===== src/rtl/bb_clk_pkg.sv =====
// bb_clk_pkg
// Shared definitions for the baseband multi-channel clock divider.
//   MIN_DIV        smallest legal divide ratio
//   DEFAULT_DIV_W  default width of the divide-ratio field
//   ch_state_t     per-channel run state
package bb_clk_pkg;

    localparam int MIN_DIV       = 2;
    localparam int DEFAULT_DIV_W = 8;

    typedef enum logic [1:0] {
        CH_IDLE = 2'd0,
        CH_RUN  = 2'd1,
        CH_STOP = 2'd2
    } ch_state_t;

endpackage


===== src/rtl/bb_clk_div_ch.sv =====
// bb_clk_div_ch
// One divided-clock channel: run FSM, period counter, active/pending ratio.
// Ports:
//   clk_48mhz  in   system clock
//   rstn       in   async active-low reset
//   en         in   run enable (level)
//   align      in   restart the period now if running or stopping
//   wr         in   validated config write for this channel
//   wr_div     in   ratio carried by wr
//   clk_out    out  registered divided clock (high floor(N/2), low ceil(N/2))
//   tick       out  one-cycle pulse on every clk_out rising edge
module bb_clk_div_ch
    import bb_clk_pkg::*;
#(
    parameter int DIV_W       = DEFAULT_DIV_W,
    parameter int DEFAULT_DIV = 2
) (
    input  logic             clk_48mhz,
    input  logic             rstn,
    input  logic             en,
    input  logic             align,
    input  logic             wr,
    input  logic [DIV_W-1:0] wr_div,
    output logic             clk_out,
    output logic             tick
);

    ch_state_t        state_reg, state_next;
    logic [DIV_W-1:0] cnt_reg, cnt_next;
    logic [DIV_W-1:0] div_act_reg, div_act_next;
    logic [DIV_W-1:0] div_pend_reg, div_pend_next;
    logic             pend_reg, pend_next;
    logic             clk_reg, clk_next;
    logic             tick_reg, tick_next;

    logic             at_end;
    logic             apply;
    logic             restart;
    logic             eff_pend;
    logic [DIV_W-1:0] eff_div;

    always_ff @(posedge clk_48mhz or negedge rstn) begin
        if (!rstn) begin
            state_reg    <= CH_IDLE;
            cnt_reg      <= '0;
            div_act_reg  <= DIV_W'(DEFAULT_DIV);
            div_pend_reg <= DIV_W'(DEFAULT_DIV);
            pend_reg     <= 1'b0;
            clk_reg      <= 1'b0;
            tick_reg     <= 1'b0;
        end else begin
            state_reg    <= state_next;
            cnt_reg      <= cnt_next;
            div_act_reg  <= div_act_next;
            div_pend_reg <= div_pend_next;
            pend_reg     <= pend_next;
            clk_reg      <= clk_next;
            tick_reg     <= tick_next;
        end
    end

    always_comb begin
        state_next    = state_reg;
        cnt_next      = cnt_reg;
        div_act_next  = div_act_reg;
        div_pend_next = div_pend_reg;
        pend_next     = pend_reg;
        tick_next     = 1'b0;
        clk_next      = 1'b0;
        apply         = 1'b0;
        restart       = 1'b0;

        at_end = (cnt_reg == div_act_reg - 1'b1);

        // A write in the same cycle as an apply point takes effect right
        // away, so fold it into the pending view used below.
        eff_pend = wr | pend_reg;
        eff_div  = wr ? wr_div : div_pend_reg;

        if (wr) begin
            div_pend_next = wr_div;
            pend_next     = 1'b1;
        end

        case (state_reg)
            CH_IDLE: begin
                apply    = 1'b1;
                cnt_next = '0;
                if (en) begin
                    state_next = CH_RUN;
                    restart    = 1'b1;
                end
            end
            CH_RUN, CH_STOP: begin
                if (align) begin
                    // Alignment beats a coincident natural wrap.
                    apply      = 1'b1;
                    restart    = 1'b1;
                    state_next = en ? CH_RUN : CH_STOP;
                end else if (at_end) begin
                    apply = 1'b1;
                    if (en) begin
                        restart    = 1'b1;
                        state_next = CH_RUN;
                    end else begin
                        cnt_next   = '0;
                        state_next = CH_IDLE;
                    end
                end else begin
                    // Mid-period: keep counting; a dropped enable only
                    // parks the FSM in STOP so the period completes.
                    cnt_next   = cnt_reg + 1'b1;
                    state_next = en ? CH_RUN : CH_STOP;
                end
            end
            default: begin
                state_next = CH_IDLE;
                cnt_next   = '0;
            end
        endcase

        if (apply && eff_pend) begin
            div_act_next  = eff_div;
            div_pend_next = eff_div;
            pend_next     = 1'b0;
        end

        if (restart) begin
            cnt_next  = '0;
            tick_next = 1'b1;
        end

        clk_next = (state_next != CH_IDLE) && (cnt_next < (div_act_next >> 1));
    end

    assign clk_out = clk_reg;
    assign tick    = tick_reg;

endmodule


===== src/rtl/bb_clk_div_multi.sv =====
// bb_clk_div_multi
// Multi-channel clock divider deriving NUM_CH divided clocks from clk_48mhz.
// clk_out is a pad/chip-facing clock only; internal logic must use tick as a
// clock enable.
// Ports:
//   clk_48mhz  in   48 MHz system clock
//   rstn       in   async active-low reset
//   ch_en      in   per-channel run enable
//   align_req  in   pulse: restart all running channels in phase
//   cfg_wr     in   config write strobe
//   cfg_ch     in   channel index for cfg_wr
//   cfg_div    in   new divide ratio for cfg_ch
//   cfg_ack    out  pulse, cycle after a legal write
//   cfg_err    out  pulse, cycle after an illegal write
//   clk_out    out  registered divided clocks
//   tick       out  pulse coincident with each clk_out rising edge
module bb_clk_div_multi
    import bb_clk_pkg::*;
#(
    parameter int  NUM_CH      = 2,
    parameter int  DIV_W       = DEFAULT_DIV_W,
    parameter int  DEFAULT_DIV = 2,
    localparam int CH_W        = (NUM_CH > 1) ? $clog2(NUM_CH) : 1
) (
    input  logic              clk_48mhz,
    input  logic              rstn,
    input  logic [NUM_CH-1:0] ch_en,
    input  logic              align_req,
    input  logic              cfg_wr,
    input  logic [CH_W-1:0]   cfg_ch,
    input  logic [DIV_W-1:0]  cfg_div,
    output logic              cfg_ack,
    output logic              cfg_err,
    output logic [NUM_CH-1:0] clk_out,
    output logic [NUM_CH-1:0] tick
);

    logic              cfg_legal;
    logic [NUM_CH-1:0] ch_wr;
    logic              ack_reg;
    logic              err_reg;

    // Channel index may exceed NUM_CH when NUM_CH is not a power of two.
    assign cfg_legal = (int'(cfg_ch) < NUM_CH) && (cfg_div >= DIV_W'(MIN_DIV));

    always_ff @(posedge clk_48mhz or negedge rstn) begin
        if (!rstn) begin
            ack_reg <= 1'b0;
            err_reg <= 1'b0;
        end else begin
            ack_reg <= cfg_wr & cfg_legal;
            err_reg <= cfg_wr & ~cfg_legal;
        end
    end

    assign cfg_ack = ack_reg;
    assign cfg_err = err_reg;

    for (genvar gi = 0; gi < NUM_CH; gi++) begin : g_ch
        assign ch_wr[gi] = cfg_wr && cfg_legal && (int'(cfg_ch) == gi);

        bb_clk_div_ch #(
            .DIV_W       (DIV_W),
            .DEFAULT_DIV (DEFAULT_DIV)
        ) u_ch (
            .clk_48mhz (clk_48mhz),
            .rstn      (rstn),
            .en        (ch_en[gi]),
            .align     (align_req),
            .wr        (ch_wr[gi]),
            .wr_div    (cfg_div),
            .clk_out   (clk_out[gi]),
            .tick      (tick[gi])
        );
    end

endmodule

===== config.mk =====
export PLATFORM = sky130hd
export DESIGN_NAME = bb_clk_div_multi
export DESIGN_NICKNAME = d
export VERILOG_FILES = /design/src/rtl/bb_clk_pkg.sv /design/src/rtl/bb_clk_div_ch.sv /design/src/rtl/bb_clk_div_multi.sv
export SDC_FILE = /design/constraint.sdc
export NUM_CORES = 1
export LEC_CHECK = 0
export ABC_AREA = 1
export CELL_PAD_IN_SITES_DETAIL_PLACEMENT = 0
export CELL_PAD_IN_SITES_GLOBAL_PLACEMENT = 1
export CORE_UTILIZATION = 25
export DETAILED_ROUTE_END_ITERATION = 7
export PLACE_DENSITY = 0.49
export RECOVER_POWER = 25
export SYNTH_ARGS = -nofsm -noshare
export SYNTH_HDL_FRONTEND = slang
export SYNTH_SLANG_ARGS = --single-unit

===== constraint.sdc =====
create_clock -name clk_48mhz -period 2.95 [get_ports clk_48mhz]
set_input_delay 0.59 -clock clk_48mhz [delete_from_list [all_inputs] [get_ports clk_48mhz]]
set_output_delay 0.59 -clock clk_48mhz [all_outputs]
set_load 0.01 [all_outputs]

# Yosys cells after proc, flatten, opt, wreduce, memory -nomap -nowiden
# Index checks and enable logic that the tools add are counted.
# W data, S select, Z words.
# classes
magnitude_cmp	3
n_reduce_logical	15
addsub	4
n_bitwise	6
eq_ne	6
n_mux	46
# ops
cell	count
$mux W8	14
$mux W1	18
$add A8 B1 Y8 const B	2
$eq A8 B8 Y1	2
$lt A8 B7 Y1	2
$mux W2	8
$sub A8 B1 Y8 const B	2
$ge A8 B2 Y1 const B	1
$pmux W1 S2	4
$pmux W2 S2	2
$reduce_bool A2 Y1	4
$logic_and A1 B1 Y1	7
$eq A2 B1 Y1 const B	2
$eq A2 B2 Y1 const B	2
$logic_not A2 Y1	2
$reduce_or A2 Y1	2
$and A1 B1 Y1	2
$not A1 Y1	2
$or A1 B1 Y1	2
# word_totals
out_inout_bits	6
input_bits	15
regBits	60
elab_cells	98

# Logic depth before layout (Yosys ltp)
# Gate-level depths: netlist (run 1).
# logic_depth
ltp_word	9
ltp_mapped	25
mapped_depth_nobuf	25

# Hierarchy
# From an unflattened synthesis (run 1), not the netlist that was laid out.
# hier_totals
hier_cells	547
hier_area_um2	3931.3
# by_module_without_submodules
mod	seq_area_each_um2	cells_each	n_inst	area_per_inst_um2
bb_clk_div_ch	728.2	266	2	1913.1
bb_clk_div_multi	50.0	15	1	105.1

# Least setup slack after synthesis (run 1)
# OpenSTA, ideal clock, no wires.
# synth_timing
path_kind	register to register
startpoint	register g_ch[0].u_ch.div_act_reg[1]
endpoint	register g_ch[0].u_ch.clk_reg
stages_incl_launch_ff	23
period_less_slack_ns	2.864
path_slack_ns	0.086
arrival_time_ns	2.787
setup_ns	0.077
path_cell_list	dfstp_2 -> inv_1 -> ha_1 -> inv_1 -> nand2_1 -> nand2_1 -> nand2_1 -> nor2_1 -> nand4_2 -> nor2_8 -> nor2_2 -> nand2_1 -> nand3_1 -> buf_4 -> inv_2 -> or2_1 -> o21ai_1 -> ha_1 -> a21oi_1 -> o21ai_0 -> nor2_1 -> nand2_1 -> a21oi_1
# synth_between
elab_chain_len	9
# synth_rtl
item	line_no	rtl
from (decl)	bb_clk_div_ch.sv:30	logic [DIV_W-1:0] div_act_reg, div_act_next;
from (signal assigned)	bb_clk_div_ch.sv:46	div_act_reg <= DIV_W'(DEFAULT_DIV);
from (signal assigned)	bb_clk_div_ch.sv:54	div_act_reg <= div_act_next;
$sub A8 B1 Y8	bb_clk_div_ch.sv:73	at_end = (cnt_reg == div_act_reg - 1'b1);
$eq A8 B8 Y1	bb_clk_div_ch.sv:73	
$mux W1	bb_clk_div_ch.sv:100	end else if (at_end) begin
$mux W1	bb_clk_div_ch.sv:95	if (align) begin
$pmux W1 S2	bb_clk_div_ch.sv:85	case (state_reg)
$logic_and A1 B1 Y1	bb_clk_div_ch.sv:122	if (apply && eff_pend) begin
$mux W8	bb_clk_div_ch.sv:122	
$lt A8 B7 Y1	bb_clk_div_ch.sv:133	clk_next = (state_next != CH_IDLE) && (cnt_next < (div_act_next >> 1));
$logic_and A1 B1 Y1 (*)	bb_clk_div_ch.sv:133	
via g_ch[0].u_ch.clk_next	bb_clk_div_ch.sv:33	logic clk_reg, clk_next;
to (signal assigned)	bb_clk_div_ch.sv:57	clk_reg <= clk_next;
to (decl)	bb_clk_div_ch.sv:33	
# The timed path passes the listed nets; every way through them passes the cells marked *.
# A chain may end at the register's enable or synchronous reset.

# Final worst setup path (run 1)
# layout_timing
startpoint	register g_ch[0].u_ch.div_act_reg[1]
endpoint	register g_ch[0].u_ch.clk_reg
# layout_lines
item	line_no	rtl
$sub A8 B1 Y8	bb_clk_div_ch.sv:73	
$eq A8 B8 Y1	bb_clk_div_ch.sv:73	
$mux W1	bb_clk_div_ch.sv:100	
$mux W1	bb_clk_div_ch.sv:95	
$pmux W1 S2	bb_clk_div_ch.sv:85	
via g_ch[0].u_ch.restart	bb_clk_div_ch.sv:38	logic restart;
$mux W8	bb_clk_div_ch.sv:128	if (restart) begin
via g_ch[0].u_ch.cnt_next[1]	bb_clk_div_ch.sv:29	logic [DIV_W-1:0] cnt_reg, cnt_next;
$lt A8 B7 Y1	bb_clk_div_ch.sv:133	
$logic_and A1 B1 Y1	bb_clk_div_ch.sv:133	
via g_ch[0].u_ch.clk_next	bb_clk_div_ch.sv:33	
# The timed path passes the listed nets, and every way through them passes these cells.

==> flow_summary_export.csv, run 1 <==
group,metric,value,unit
status,status,"finished, violations left",
status,violations,"max-capacitance violations, max-slew violations",
floorplanning,num_rows,44,
routing,num_vias,3340,
routing,route.detailed.drc,0,
timing,rsz0062_at_grt,"true",
cells_and_area,n_antenna_cell,0,
critical_path,arrival,3.20,ns
logic_synthesis,avgSynthCellArea,7.45,sq um
logic_synthesis,synth_xor_area_frac,0.0421,
logic_synthesis,ys_types,38,
routing,ant_nets,0,
critical_path,critPathCaptureType,"flip-flop",
routing,dr.first_iter.drc_count,119,
floorplanning,coreArea,14600,sq um
floorplanning,die_h,124,um
timing,period_share,0.995,
floorplanning,ioPinCount,21,
logic_synthesis,yosysWarningCount,0,
cells_and_area,area_growth,35.2,%
logic_synthesis,synthTopCellsByArea,"dfrtp_1 (37%), nand2_1 (13%), inv_1 (8.1%)",
grt,track_usage,0.148,
grt,grt_pass1_vias,3461,
clock_network,cts_hold_buf,0,
placement,gp_congestion,0.755,
placement,place_ws,-0.289,ns
power,p_total,0.00533,W
timing,slew_headroom,-0.637,
cells_and_area,drive_gt1_frac,0.243,
logic_synthesis,synth-seq-cells,60,
critical_path,worst_path_max_delay_cell,"dfstp_2",
power,pwr_density_cell,1050,nW/um^2
clock_network,h-tree-depth,3,
routing,wl_per_cell,13.9,um
logic_synthesis,synth_top_area_cell,"dfrtp_1",
logic_synthesis,netlist.area_leader.share,0.374,
placement,port_buffers,20,
logic_synthesis,yosys-mux-area-fraction,0,
timing,hold_viol,0,
cells_and_area,stdcell_count,777,
grt,grt-ovfl-total,0,
critical_path,cp_cell_sequence,"inv_2 > ha_4 > nand2_1 > nand2_1 > nand2_1 > nor2_2 > nand4_4 > nor2_8 > buf_6 > nand2_4 > nand2_4 > nand2_4 > nand2_2 > nand2_2 > inv_2 > nor2_2 > a32oi_1 > inv_1 > ha_1 > nand2_1 > nand2_1 > nand2_1 > nand2_1 > a21oi_2",
logic_synthesis,ys_seq_area_frac,0.402,
critical_path,crit_family,"simple AND/OR/NAND/NOR gates",
placement,place_inst,754,
timing,finalMaxSlewViolations,42,
critical_path,r2r-start,"g_ch[0].u_ch.div_act_reg[1]",
floorplanning,dieArea,15500,sq um
clock_network,cts.sinks,60,
routing,dr.pass1.iters,4,
floorplanning,die_w,124,um
logic_synthesis,synth_top_family_by_area,"simple AND/OR/NAND/NOR gates",
clock_network,cts_buffers,9,
power,p_leak,2.59,nW
grt,antenna_found_initial,0,
clock_network,cts_root_buf,"clkbuf_16",
logic_synthesis,synth_edf_count,0,
power,peakVddDrop,0.000351,V
grt,grt_max_degree,42,
critical_path,setup.worst_path.start,"g_ch[0].u_ch.div_act_reg[1]",
critical_path,cp_max_fo,3,
clock_network,tritoncts,"done",
cells_and_area,mostFrequentLayoutCells,"nand2_1 (125), inv_1 (77), buf_4 (61), dfrtp_1 (56), nor2_1 (36)",
grt,grt_pass1_wl,17.8,mm
cells_and_area,final_net_count,623,
routing,via_per_inst,4.30,
placement,post-dp-hpwl,8.56,mm
logic_synthesis,yosys_most_used_dff,"dfrtp_1",
timing,finalSetupViolCount,0,
critical_path,crit_buf_inv,4,
routing,wl,10.8,mm
cells_and_area,postLayoutCoreUtil,0.347,
timing,finalClockSkew,0.00503,ns
critical_path,cp.required,3.21,ns
logic_synthesis,synth_nets,538,
cells_and_area,final_common_cell,"nand2_1",
logic_synthesis,synth_cells,503,
clock_network,clk_latency,0.34,ns
logic_synthesis,synth-simple-area-share,0.278,
logic_synthesis,netlist_area,3750,sq um
floorplanning,start_util,0.257,
timing,fmax,0.341,GHz
clock_network,cts_max_path_buffers,2,
clock_network,clkTransAtPathRegs,0.05,ns
timing,tightest_slew,2.45,ns
min_path,hp-start,"g_ch[1].u_ch.div_pend_reg[6]",
critical_path,start_kind,"flip-flop",
cells_and_area,fill_cells,1543,
flow_run,cap_violations,1,
min_path,hold_class,"reg2reg",
critical_path,path_class,"reg2reg",
timing,setup_slack,0.0154,ns
timing,finalCriticalPeriod,2.93,ns
logic_synthesis,synth_compound_area_frac,0.101,
logic_synthesis,yosys.area_share.adder,0.0668,
critical_path,max_stage_delay,0.54,ns
logic_synthesis,synth-async-reset-ratio,1.00,
critical_path,crit_top_cell,"nand2_1",
## cells by family after synthesis
family	after synthesis
AOI/OAI and AO/OA	67
xor gates and xnor gates	18
adders and majority gates	20
buffers and inverters	104
DFF	60
and+or+nand+nor	234
## tightest hold or removal path: cells and delay by family, from the launching register on
kind | cells | cell delay (ns)
AO/OA/AOI/OAI | 1 | 0.10
flip-flops | 1 | 0.32
AND/OR/NAND/NOR | 1 | 0.04
## cell usage after synthesis (2+ instances only)
library cell and instances:
a21oi_1 10, a22oi_1 3, a32oi_1 2, buf_2 2, buf_4 5, clkbuf_1 3, dfrtp_1 56, dfstp_2 4
ha_1 20, inv_1 81, inv_2 12, nand2_1 127, nand2_2 7, nand2_4 2, nand3_1 29, nand3_2 2
nand4_1 4, nor2_1 43, nor2_2 6, nor3_1 3, nor3_2 2, o21ai_0 32, o21ai_1 11, o221ai_1 3
o32ai_1 2, or2_1 4, xnor2_1 5, xor2_1 13
## timing repair
item,CTS,global route
gates resized for setup,12,29
endpoints found under the setup margin,2,2
pin swaps,7,23
buffers inserted,4,4
gates cloned,0,0
## final timing paths
check | end | slack, ns | cells past startpoint
worst max-delay path | g_ch[0].u_ch.clk_out | 0.02 | 24
worst min register to register | g_ch[1].u_ch.div_pend_reg[6] | 0.50 | 2
max in group asynchronous | g_ch[0].u_ch.div_pend_reg[5] | 0.54 | 1
min in group asynchronous | g_ch[1].u_ch.cnt_reg[1] | 1.00 | 1
worst min-delay path | g_ch[1].u_ch.div_pend_reg[6] | 0.50 | 2
worst max register to register | g_ch[0].u_ch.clk_out | 0.02 | 24
## where the power goes
part / switching [W] / internal, W / leakage, nW
combinational: 0.00166 / 0.00123 / 1.70
clock: 0.000399 / 0.000739 / 0.149
sequential: 0.000209 / 0.00109 / 0.748
total: 0.00227 / 0.00306 / 2.59
## layer usage
metal	part of all wire	global-route usage	vias to the layer above	routed length, um
met2	0.51	0.261	22	5470
met4	0.017	0.0581	0	181
li1	-	-	1747	-
met5	0	0	-	0
met3	0.015	0.0219	11	163
met1	0.46	0.180	1560	4950
## cell type report
class                      instances  area, sq um  share of cell area
multi-input combinational        339         1980               0.390
sequential                        60         1510               0.297
timing repair buffer              84          686               0.135
inverter                          94          353              0.0696
tap                              184          230              0.0454
clock buffer                      10          229              0.0452
clock inverter                     6         88.8              0.0175
## through the flow
stage | TNS [ns] | cell area [sq um] | hold WS, ns
finish | 0 | 5070 | 0.503
global route | -0.654 | 5070 | 0.536
CTS | 0 | 4920 | 0.472
detailed placement | -0.457 | 4540 | 0.497
global placement | -0.429 | 4540 | 0.487
floorplan | 0 | 3750 | 0.294
Power figures use the tool's default switching activity.
==> inputs of run 2 (changes only) <==
Settings changed: CORE_ASPECT_RATIO set to 0.6.
==> run 2 against run 1 <==
  * The flow now finishes without violations
  * Critical endpoint unchanged
  * First-iteration DRC count is 17% higher
  * Flip-flop and latch count stayed put
  * Clock skew is 0.00052 ns higher
  * Clock-buffer cell count is 2 higher
  * Utilization is 1.2 points higher
  * Largest power group unchanged
  * Maximum frequency is 1.9% higher
  * Register-to-register slack better by 0.06 ns
  * Critical path type unchanged
  * Clock power hardly changed
==> flow_summary_export.csv, run 2 (synthesis gave the netlist of run 1 again) <==
group,metric,value,unit
critical_path,arrival,3.09,ns
routing,wl,11.6,mm
grt,grt_max_degree,38,
cells_and_area,n_antenna_cell,0,
critical_path,start_kind,"flip-flop",
critical_path,critPathCaptureType,"flip-flop",
timing,fmax,0.347,GHz
grt,grt-ovfl-total,0,
timing,finalSetupViolCount,0,
timing,finalMaxSlewViolations,0,
power,pwr_density_cell,1060,nW/um^2
routing,ant_nets,0,
clock_network,tritoncts,"done",
floorplanning,ioPinCount,21,
critical_path,path_class,"reg2reg",
cells_and_area,mostFrequentLayoutCells,"nand2_1 (113), inv_1 (75), buf_4 (64), dfrtp_1 (56), nor2_1 (35)",
clock_network,cts.sinks,60,
cells_and_area,final_common_cell,"nand2_1",
placement,gp_congestion,0.804,
floorplanning,start_util,0.258,
timing,finalCriticalPeriod,2.88,ns
timing,fin_hold_ws,0.495,ns
power,peakVddDrop,0.000324,V
timing,tightest_slew,1.45,ns
routing,num_vias,3350,
clock_network,cts_root_buf,"clkbuf_16",
clock_network,clk_latency,0.32,ns
critical_path,setup.worst_path.start,"g_ch[0].u_ch.div_act_reg[1]",
routing,via_per_inst,4.22,
clock_network,cts_hold_buf,0,
cells_and_area,postLayoutCoreUtil,0.360,
critical_path,r2r-start,"g_ch[0].u_ch.div_act_reg[1]",
floorplanning,coreArea,14500,sq um
timing,finalClockSkew,0.00556,ns
routing,dr.first_iter.drc_count,139,
floorplanning,dieArea,15500,sq um
cells_and_area,final_net_count,625,
critical_path,cp_max_fo,3,
clock_network,h-tree-depth,3,
floorplanning,num_rows,34,
placement,post-dp-hpwl,9.07,mm
floorplanning,die_w,160,um
floorplanning,die_h,96.9,um
placement,port_buffers,20,
power,p_leak,2.62,nW
min_path,hp-start,"g_ch[1].u_ch.div_pend_reg[6]",
clock_network,cts_max_path_buffers,2,
cells_and_area,area_growth,39.7,%
cells_and_area,drive_gt1_frac,0.296,
grt,track_usage,0.157,
critical_path,rrSetupSlack,0.07,ns
clock_network,cts_buffers,9,
power,p_total,0.00557,W
grt,antenna_found_initial,0,
status,status,"finished clean",
routing,wl_per_cell,14.6,um
clock_network,clkTransAtPathRegs,0.06,ns
grt,grt_pass1_wl,18.5,mm
routing,route.detailed.drc,0,
timing,rsz0062_at_grt,"true",
flow_run,cap_violations,0,
timing,period_share,0.976,
placement,place_inst,773,
critical_path,cp.required,3.16,ns
cells_and_area,fill_cells,1528,
cells_and_area,stdcell_count,793,
timing,slew_headroom,0.0310,
min_path,hold_class,"reg2reg",
routing,dr.pass1.iters,4,
grt,grt_pass1_vias,3253,
timing,hold_viol,0,
## run 2: path summary, 6_finish.rpt
path,endpoint,cells after the start
worst max register to register,g_ch[0].u_ch.clk_out,23
worst min-delay path,g_ch[1].u_ch.div_pend_reg[6],2
worst min register to register,g_ch[1].u_ch.div_pend_reg[6],2
max in group asynchronous,g_ch[0].u_ch.tick,2
worst max-delay path,g_ch[0].u_ch.clk_out,23
min in group asynchronous,g_ch[1].u_ch.div_act_reg[2],1
## run 2: critical path, cell delays in order (launching register included)
cell	delay, ns
dfstp_2	0.53
inv_2	0.05
ha_4	0.23
inv_2	0.04
nand2_1	0.04
nand2_1	0.07
nand2_1	0.05
nor2_1	0.11
nand4_2	0.15
nor2_8	0.18
nand2_4	0.08
nand2_4	0.08
nand2_4	0.05
nand2_2	0.08
nand2_4	0.06
inv_4	0.08
nor2_4	0.04
inv_1	0.13
buf_4	0.13
nor2_1	0.07
ha_1	0.29
nand2_1	0.05
nor2_1	0.12
a21oi_2	0.06
## run 2: layer usage
metal | global-route usage | wire length (um)
met2 | 0.182 | 4060
met3 | 0.0364 | 282
met4 | 0.0264 | 33
met5 | 0 | 0
met1 | 0.274 | 7220
## run 2: stage by stage
stage               setup WS (ns)  instance area, sq um  setup TNS (ns)
floorplan                  0.0858                  3750               0
global placement           -0.233                  4610          -0.358
detailed placement         -0.266                  4610          -0.504
CTS                       0.00831                  4990               0
global route               -0.124                  5240          -0.179
finish                     0.0707                  5240               0
## run 2: area by class of cell
cell class,count,area [sq um],share of cell area
clock inverter,4,72.6,0.0139
clock buffer,12,246,0.0471
timing repair buffer,86,691,0.132
inverter,94,358,0.0684
multi-input combinational,339,2110,0.404
sequential,60,1510,0.288
tap,198,248,0.0473
## run 2: report_power, final
group / switching (W) / total [W] / internal (W) / leakage (nW)
Sequential: 0.000213 / 0.00130 / 0.00109 / 0.748
Combinational: 0.00182 / 0.00313 / 0.00131 / 1.72
Clock: 0.000383 / 0.00114 / 0.000762 / 0.153
Total: 0.00241 / 0.00557 / 0.00316 / 2.62
## run 2: what timing repair did
item,in CTS,in global routing
setup buffers,2,3
setup endpoints to repair,2,2
resized for setup,15,61
gates cloned,0,0
pin swaps,5,30
